[src/rtl/ctrl_pkg.sv]
// Shared definitions for the ID-stage control unit: field encodings, ALU
// command codes, FSM states and the packed control word handed to ID/EX.
package ctrl_pkg;

    localparam logic [1:0] MODE_ALU    = 2'b00;
    localparam logic [1:0] MODE_MEM    = 2'b01;
    localparam logic [1:0] MODE_BRANCH = 2'b10;
    localparam logic [1:0] MODE_BLOCK  = 2'b11;

    localparam logic [3:0] OP_AND  = 4'b0000;
    localparam logic [3:0] OP_EOR  = 4'b0001;
    localparam logic [3:0] OP_SUB  = 4'b0010;
    localparam logic [3:0] OP_SORT = 4'b0011;
    localparam logic [3:0] OP_ADD  = 4'b0100;
    localparam logic [3:0] OP_ADC  = 4'b0101;
    localparam logic [3:0] OP_SBC  = 4'b0110;
    localparam logic [3:0] OP_TST  = 4'b1000;
    localparam logic [3:0] OP_CMP  = 4'b1010;
    localparam logic [3:0] OP_ORR  = 4'b1100;
    localparam logic [3:0] OP_MOV  = 4'b1101;
    localparam logic [3:0] OP_MVN  = 4'b1111;
    localparam logic [3:0] OP_LDST = 4'b0100;

    localparam logic [3:0] EXE_NOP = 4'b0000;
    localparam logic [3:0] EXE_MOV = 4'b0001;
    localparam logic [3:0] EXE_ADD = 4'b0010;
    localparam logic [3:0] EXE_ADC = 4'b0011;
    localparam logic [3:0] EXE_SUB = 4'b0100;
    localparam logic [3:0] EXE_SBC = 4'b0101;
    localparam logic [3:0] EXE_AND = 4'b0110;
    localparam logic [3:0] EXE_ORR = 4'b0111;
    localparam logic [3:0] EXE_EOR = 4'b1000;
    localparam logic [3:0] EXE_MVN = 4'b1001;

    typedef enum logic {
        IDLE  = 1'b0,
        BLOCK = 1'b1
    } state_t;

    typedef struct packed {
        logic       wb_en;
        logic       mem_r_en;
        logic       mem_w_en;
        logic       b;
        logic       s_out;
        logic [3:0] exe_cmd;
    } ctrl_word_t;

    localparam ctrl_word_t CTRL_NOP = '0;

    // Single load (s=1) or store (s=0) micro-op; shared by Mode 01 and every block beat.
    function automatic ctrl_word_t mem_word(input logic s);
        ctrl_word_t w;
        w          = CTRL_NOP;
        w.exe_cmd  = EXE_ADD;
        w.wb_en    = s;
        w.mem_r_en = s;
        w.mem_w_en = !s;
        return w;
    endfunction

endpackage

[src/rtl/ctrl_decode.sv]
// Combinational decode of {mode, opcode, s} into a control word, an illegal
// flag and the block-transfer beat count. Illegal encodings yield an all-zero word.
module ctrl_decode
    import ctrl_pkg::*;
#(
    parameter int MAX_BEATS = 16
) (
    input  logic [1:0] mode_i,
    input  logic [3:0] opcode_i,
    input  logic       s_i,
    output ctrl_word_t word_o,
    output logic       illegal_o,
    output logic [3:0] beats_m1_o,
    output logic       multi_beat_o
);

    always_comb begin
        // NOTE: every output gets a default first so no path leaves one unassigned (no latch).
        word_o       = CTRL_NOP;
        illegal_o    = 1'b0;
        beats_m1_o   = '0;
        multi_beat_o = 1'b0;

        case (mode_i)
            MODE_ALU: begin
                word_o.wb_en = 1'b1;
                word_o.s_out = s_i;
                case (opcode_i)
                    OP_MOV:  word_o.exe_cmd = EXE_MOV;
                    OP_MVN:  word_o.exe_cmd = EXE_MVN;
                    OP_ADD:  word_o.exe_cmd = EXE_ADD;
                    OP_ADC:  word_o.exe_cmd = EXE_ADC;
                    OP_SUB:  word_o.exe_cmd = EXE_SUB;
                    OP_SBC:  word_o.exe_cmd = EXE_SBC;
                    OP_AND:  word_o.exe_cmd = EXE_AND;
                    OP_ORR:  word_o.exe_cmd = EXE_ORR;
                    OP_EOR:  word_o.exe_cmd = EXE_EOR;
                    OP_SORT: word_o.exe_cmd = EXE_SUB;
                    // Compare/test only set flags, so they are meaningless without S.
                    OP_CMP: begin
                        word_o.wb_en   = 1'b0;
                        word_o.exe_cmd = EXE_SUB;
                        illegal_o      = !s_i;
                    end
                    OP_TST: begin
                        word_o.wb_en   = 1'b0;
                        word_o.exe_cmd = EXE_AND;
                        illegal_o      = !s_i;
                    end
                    default: illegal_o = 1'b1;
                endcase
            end
            MODE_MEM: begin
                if (opcode_i == OP_LDST) begin
                    word_o = mem_word(s_i);
                end else begin
                    illegal_o = 1'b1;
                end
            end
            MODE_BRANCH: begin
                word_o.b = 1'b1;
            end
            default: begin
                word_o = mem_word(s_i);
                if (int'({1'b0, opcode_i}) >= MAX_BEATS) begin
                    illegal_o = 1'b1;
                end else begin
                    beats_m1_o   = opcode_i;
                    multi_beat_o = (opcode_i != 4'd0);
                end
            end
        endcase

        if (illegal_o) begin
            word_o       = CTRL_NOP;
            beats_m1_o   = '0;
            multi_beat_o = 1'b0;
        end
    end

endmodule

[src/rtl/control_unit_seq.sv]
// Registered ID-stage control unit: decodes one instruction per cycle and
// expands Mode-11 block transfers into one memory micro-op per cycle.
module control_unit_seq
    import ctrl_pkg::*;
#(
    parameter int EXE_CMD_W = 4,
    parameter int MAX_BEATS = 16,
    parameter int BEAT_W    = (MAX_BEATS > 1) ? $clog2(MAX_BEATS) : 1
) (
    input  logic                 clk,
    input  logic                 rst,
    input  logic                 in_valid,
    output logic                 in_ready,
    input  logic [1:0]           mode,
    input  logic [3:0]           opcode,
    input  logic                 s,
    input  logic                 stall,
    input  logic                 flush,
    output logic                 out_valid,
    output logic                 wb_en,
    output logic                 mem_r_en,
    output logic                 mem_w_en,
    output logic                 b,
    output logic                 s_out,
    output logic [EXE_CMD_W-1:0] exe_cmd,
    output logic [BEAT_W-1:0]    beat_idx,
    output logic                 last_beat,
    output logic                 illegal
);

    ctrl_word_t        dec_word;
    logic              dec_illegal;
    logic [3:0]        dec_beats_m1;
    logic              dec_multi;

    state_t            state_q, state_d;
    ctrl_word_t        word_q, word_d;
    logic              out_valid_q, out_valid_d;
    logic              last_q, last_d;
    logic              illegal_q, illegal_d;
    logic [BEAT_W-1:0] beat_q, beat_d;
    logic [BEAT_W-1:0] blk_last_q, blk_last_d;
    logic              blk_s_q, blk_s_d;
    logic              accept;

    ctrl_decode #(
        .MAX_BEATS (MAX_BEATS)
    ) u_decode (
        .mode_i       (mode),
        .opcode_i     (opcode),
        .s_i          (s),
        .word_o       (dec_word),
        .illegal_o    (dec_illegal),
        .beats_m1_o   (dec_beats_m1),
        .multi_beat_o (dec_multi)
    );

    // Ready never looks at in_valid, so upstream can rely on it without a loop.
    assign in_ready = (state_q == IDLE) && !stall && !rst;
    assign accept   = in_valid && in_ready;

    always_comb begin
        state_d     = state_q;
        word_d      = CTRL_NOP;
        out_valid_d = 1'b0;
        last_d      = 1'b0;
        illegal_d   = 1'b0;
        beat_d      = '0;
        blk_last_d  = blk_last_q;
        blk_s_d     = blk_s_q;

        case (state_q)
            IDLE: begin
                if (accept) begin
                    out_valid_d = 1'b1;
                    word_d      = dec_word;
                    illegal_d   = dec_illegal;
                    if (dec_multi) begin
                        state_d    = BLOCK;
                        blk_last_d = BEAT_W'(dec_beats_m1);
                        blk_s_d    = s;
                    end else begin
                        last_d = 1'b1;
                    end
                end
            end
            BLOCK: begin
                out_valid_d = 1'b1;
                word_d      = mem_word(blk_s_q);
                beat_d      = beat_q + BEAT_W'(1);
                last_d      = (beat_d == blk_last_q);
                if (last_d) begin
                    state_d = IDLE;
                end
            end
            default: state_d = IDLE;
        endcase
    end

    // Reset and flush both clear the pipeline slot; stall freezes every register.
    always_ff @(posedge clk) begin
        if (rst || flush) begin
            // NOTE: sequential state uses non-blocking assignments so all registers update together.
            state_q     <= IDLE;
            word_q      <= CTRL_NOP;
            out_valid_q <= 1'b0;
            last_q      <= 1'b0;
            illegal_q   <= 1'b0;
            beat_q      <= '0;
            blk_last_q  <= '0;
            blk_s_q     <= 1'b0;
        end else if (!stall) begin
            state_q     <= state_d;
            word_q      <= word_d;
            out_valid_q <= out_valid_d;
            last_q      <= last_d;
            illegal_q   <= illegal_d;
            beat_q      <= beat_d;
            blk_last_q  <= blk_last_d;
            blk_s_q     <= blk_s_d;
        end
    end

    assign out_valid = out_valid_q;
    assign wb_en     = word_q.wb_en;
    assign mem_r_en  = word_q.mem_r_en;
    assign mem_w_en  = word_q.mem_w_en;
    assign b         = word_q.b;
    assign s_out     = word_q.s_out;
    assign exe_cmd   = EXE_CMD_W'(word_q.exe_cmd);
    assign beat_idx  = beat_q;
    assign last_beat = last_q;
    assign illegal   = illegal_q;

endmodule
[config.mk]
export PLATFORM = sky130hd
export DESIGN_NAME = control_unit_seq
export DESIGN_NICKNAME = d
export VERILOG_FILES = /design/src/rtl/ctrl_pkg.sv /design/src/rtl/ctrl_decode.sv /design/src/rtl/control_unit_seq.sv
export SDC_FILE = /design/constraint.sdc
export NUM_CORES = 1
export LEC_CHECK = 0
export BUFFER_PORTS_ARGS = -buffer_cell sky130_fd_sc_hd__buf_4
export CAP_MARGIN = 20
export CORE_AREA = 2 2 52 54
export CTS_CLUSTER_DIAMETER = 150
export DETAILED_ROUTE_END_ITERATION = 7
export DIE_AREA = 0 0 54 56
export GPL_TIMING_DRIVEN = 0
export HOLD_SLACK_MARGIN = 0.15
export PLACE_DENSITY_LB_ADDON = 0.25
export SETUP_SLACK_MARGIN = 0.15
export SLEW_MARGIN = 10
export SYNTH_ARGS = -nofsm -noshare
export SYNTH_HDL_FRONTEND = slang
export SYNTH_SLANG_ARGS = --single-unit
[constraint.sdc]
create_clock -name clk -period 1.9 [get_ports clk]
set_input_delay 0.095 -clock clk [delete_from_list [all_inputs] [get_ports clk]]
set_output_delay 0.095 -clock clk [all_outputs]
set_load 0.05 [all_outputs]
==> reports/metrics.cfg <==
[outcome]
status = finished clean

[sta]
clock_skew_ns = 0.0119
rsz0062_at_grt = no
hold_viol_final = 0
maxSlewHeadroom = 0.686
timing.hold.ws_ns = 0.182
worst_slew_pin_slew_ns = 0.471
slew_violations = 0
fin_ws_ns = 0.302
final-setup-viol-count = 0
tns_ns = 0
min_period_ns = 1.60
fin_crit_sh = 0.841
fmax_ghz = 0.626

[job]
drv_cap = 0

[worst_setup_path]
cp.arrival_ns = 1.77
critical_path_peak_fanout = 9
reg2reg_setup_slack_ns = 0.30
r2r_start = state_q
crit_type = reg2reg
cp-startpoint = state_q
reg2reg_depth = 7
endpoint_kind = register
cp.required_ns = 2.08
cp-start-kind = register
timing.rr.end = blk_last_q[1]

[floorplanning]
core_um2 = 2430
ioPinCount = 29
die_w_um = 54
rows = 18
die_area_um2 = 3020
start_util = 0.501
dieHeight_um = 56

[clock_tree]
clk_latency_ns = 0.30
clockBufferDepth = 2
h-tree-depth = 1
numCtsBuffers = 3
cts-root-buf = clkbuf_4
post_cts_resized = 0
clk_pin_slew_ns = 0.12
cts_tree = built
numClockSinks = 22

[synth]
synthArstFlopShare = 0
synth-main-ff-cell = dfxtp_1
synth_edf_count = 0
synth_xor_area_frac = 0.0504
synth_cells = 137
synthSimpleGateAreaFrac = 0.235
synth_fp_nets = 150
synth_mux_area_frac = 0.0668
ys_seq_area_frac = 0.362
synth_top_family_by_area = simple AND/OR/NAND/NOR gates
synth_adder_area_share = 0.0103
yosysWarnings = 0
synth_compound_area_frac = 0.200
synth_cell_types = 44
syn_area_um2 = 1220
ys_ff_latch = 22
avgSynthCellArea_um2 = 8.89

[cells_and_area]
layout_common_cells = buf_4, dfxtp_1, nor2_1
area_delta_synth_final_pct = 26.0
fillers = 217
final_common_cell = buf_4
fin_cells = 202
fin_util = 0.631
drive_gt1_frac = 0.267
finalNetCount = 187
antenna_cells = 0

[placement]
dpl.hpwl_um = 2130
gp_congestion = 0.911
post-place-ws_ns = 0.245
port_buffers = 27
placed_cells = 194

[power]
power_density_nw_per_um2 = 540
peakVddDrop_mv = 0.364
leakagePower_nw = 0.629

[route]
drt-initial-drc-count = 20
firstDrtPassIters = 4
routedWlPerCell_um = 14.0
antenna_left = 0
vias = 1116
routed_wl_um = 2830
drc_errors = 0
vias_per_cell = 5.52

[worst_hold_path]
min_path_type = in2reg
whs_path_depth = 4
hp-start = rst
min_to = exe_cmd[1]

[global_route]
grt_max_degree = 12
grt_pass1_wl_um = 4490
overflow = 0
grt_usage = 0.195
antenna_found_initial = 0
grt_pass1_vias = 1002

==> metal layers <==
layer	track usage	vias up	routed length [um]
met2	0.317	34	1380
met4	0.0250	0	13
met1	0.264	509	1270
met3	0.0484	2	161
met5	0	-	0
li1	-	571	-
==> state kept, by name (all words and copies together), names as in the netlist <==
name	cells
beat_idx	4
blk_last_q	4
exe_cmd	4
b	1
blk_s_q	1
illegal	1
last_beat	1
mem_r_en	1
mem_w_en	1
out_valid	1
s_out	1
state_q	1
wb_en	1
==> report_power, final <==
group | total [W] | internal (W) | switching, W
clock network | 0.000205 | 0.0000738 | 0.000132
registers | 0.000468 | 0.000466 | 0.00000235
logic | 0.000155 | 0.0000638 | 0.0000908
==> metrics by stage <==
step | power, W | instance area (um^2)
after detailed placement | 0.000624 | 1460
after global routing | 0.000863 | 1530
after floorplan | 0.000571 | 1220
after global placement | 0.000620 | 1460
after CTS | 0.000835 | 1530
final | 0.000828 | 1530
==> Yosys cell counts, drive strengths merged (2+ instances only) <==
| cell | count | area share |
|---|---|---|
| dfxtp | 22 | 0.36 |
| nor2 | 14 | 0.043 |
| buf | 8 | 0.047 |
| mux2i | 7 | 0.058 |
| nor3 | 7 | 0.037 |
| a21oi | 6 | 0.025 |
| inv | 6 | 0.018 |
| nand2 | 5 | 0.015 |
| o21ai | 5 | 0.021 |
| a32o | 4 | 0.033 |
| nand2b | 4 | 0.021 |
| nand3 | 4 | 0.016 |
| nor2b | 4 | 0.021 |
| xnor2 | 4 | 0.029 |
| a22o | 3 | 0.022 |
| a22oi | 3 | 0.018 |
| clkbuf | 3 | 0.0092 |
| xor2 | 3 | 0.022 |
| a211oi | 2 | 0.012 |
| and2 | 2 | 0.010 |
| or2 | 2 | 0.010 |
| or4 | 2 | 0.015 |
==> cell families after synthesis <==
group | after synthesis
buffers and inverters | 17
adders and majority gates | 1
and+or+nand+nor | 49
DFF | 22
xor gates and xnor gates | 7
AOI/OAI and AO/OA | 33
muxes | 8
==> worst max path at each step <==
stage,to,cells after the start
after floorplan,illegal,5
after global placement,blk_last_q[1],6
after detailed placement,blk_last_q[1],6
after CTS,blk_last_q[1],6
after global routing,blk_last_q[0],7
final,blk_last_q[1],7
==> critical path: stages (launching register included) <==
cell,delay [ns]
dfxtp_1,0.32
buf_6,0.14
nor4b_4,0.25
buf_4,0.18
and4_4,0.22
buf_6,0.13
mux2i_1,0.19
nor2_1,0.06
==> layout make-up <==
type / instances / area (um^2) / share of cell area
buffer: 11 / 68.8 / 0.0449
clock buffer: 3 / 22.5 / 0.0147
inverter: 6 / 22.5 / 0.0147
multi-input combinational: 98 / 692 / 0.451
sequential: 22 / 440 / 0.287
tap: 30 / 37.5 / 0.0245
timing repair buffer: 32 / 250 / 0.163
==> what timing repair did <==
item | in CTS | in global routing
setup buffers | 0 | 1
hold buffers | 4 | 0
setup endpoints to repair | 0 | 1
hold endpoints to repair | 7 | 0
Note: power is estimated with default switching activity, not from simulation.
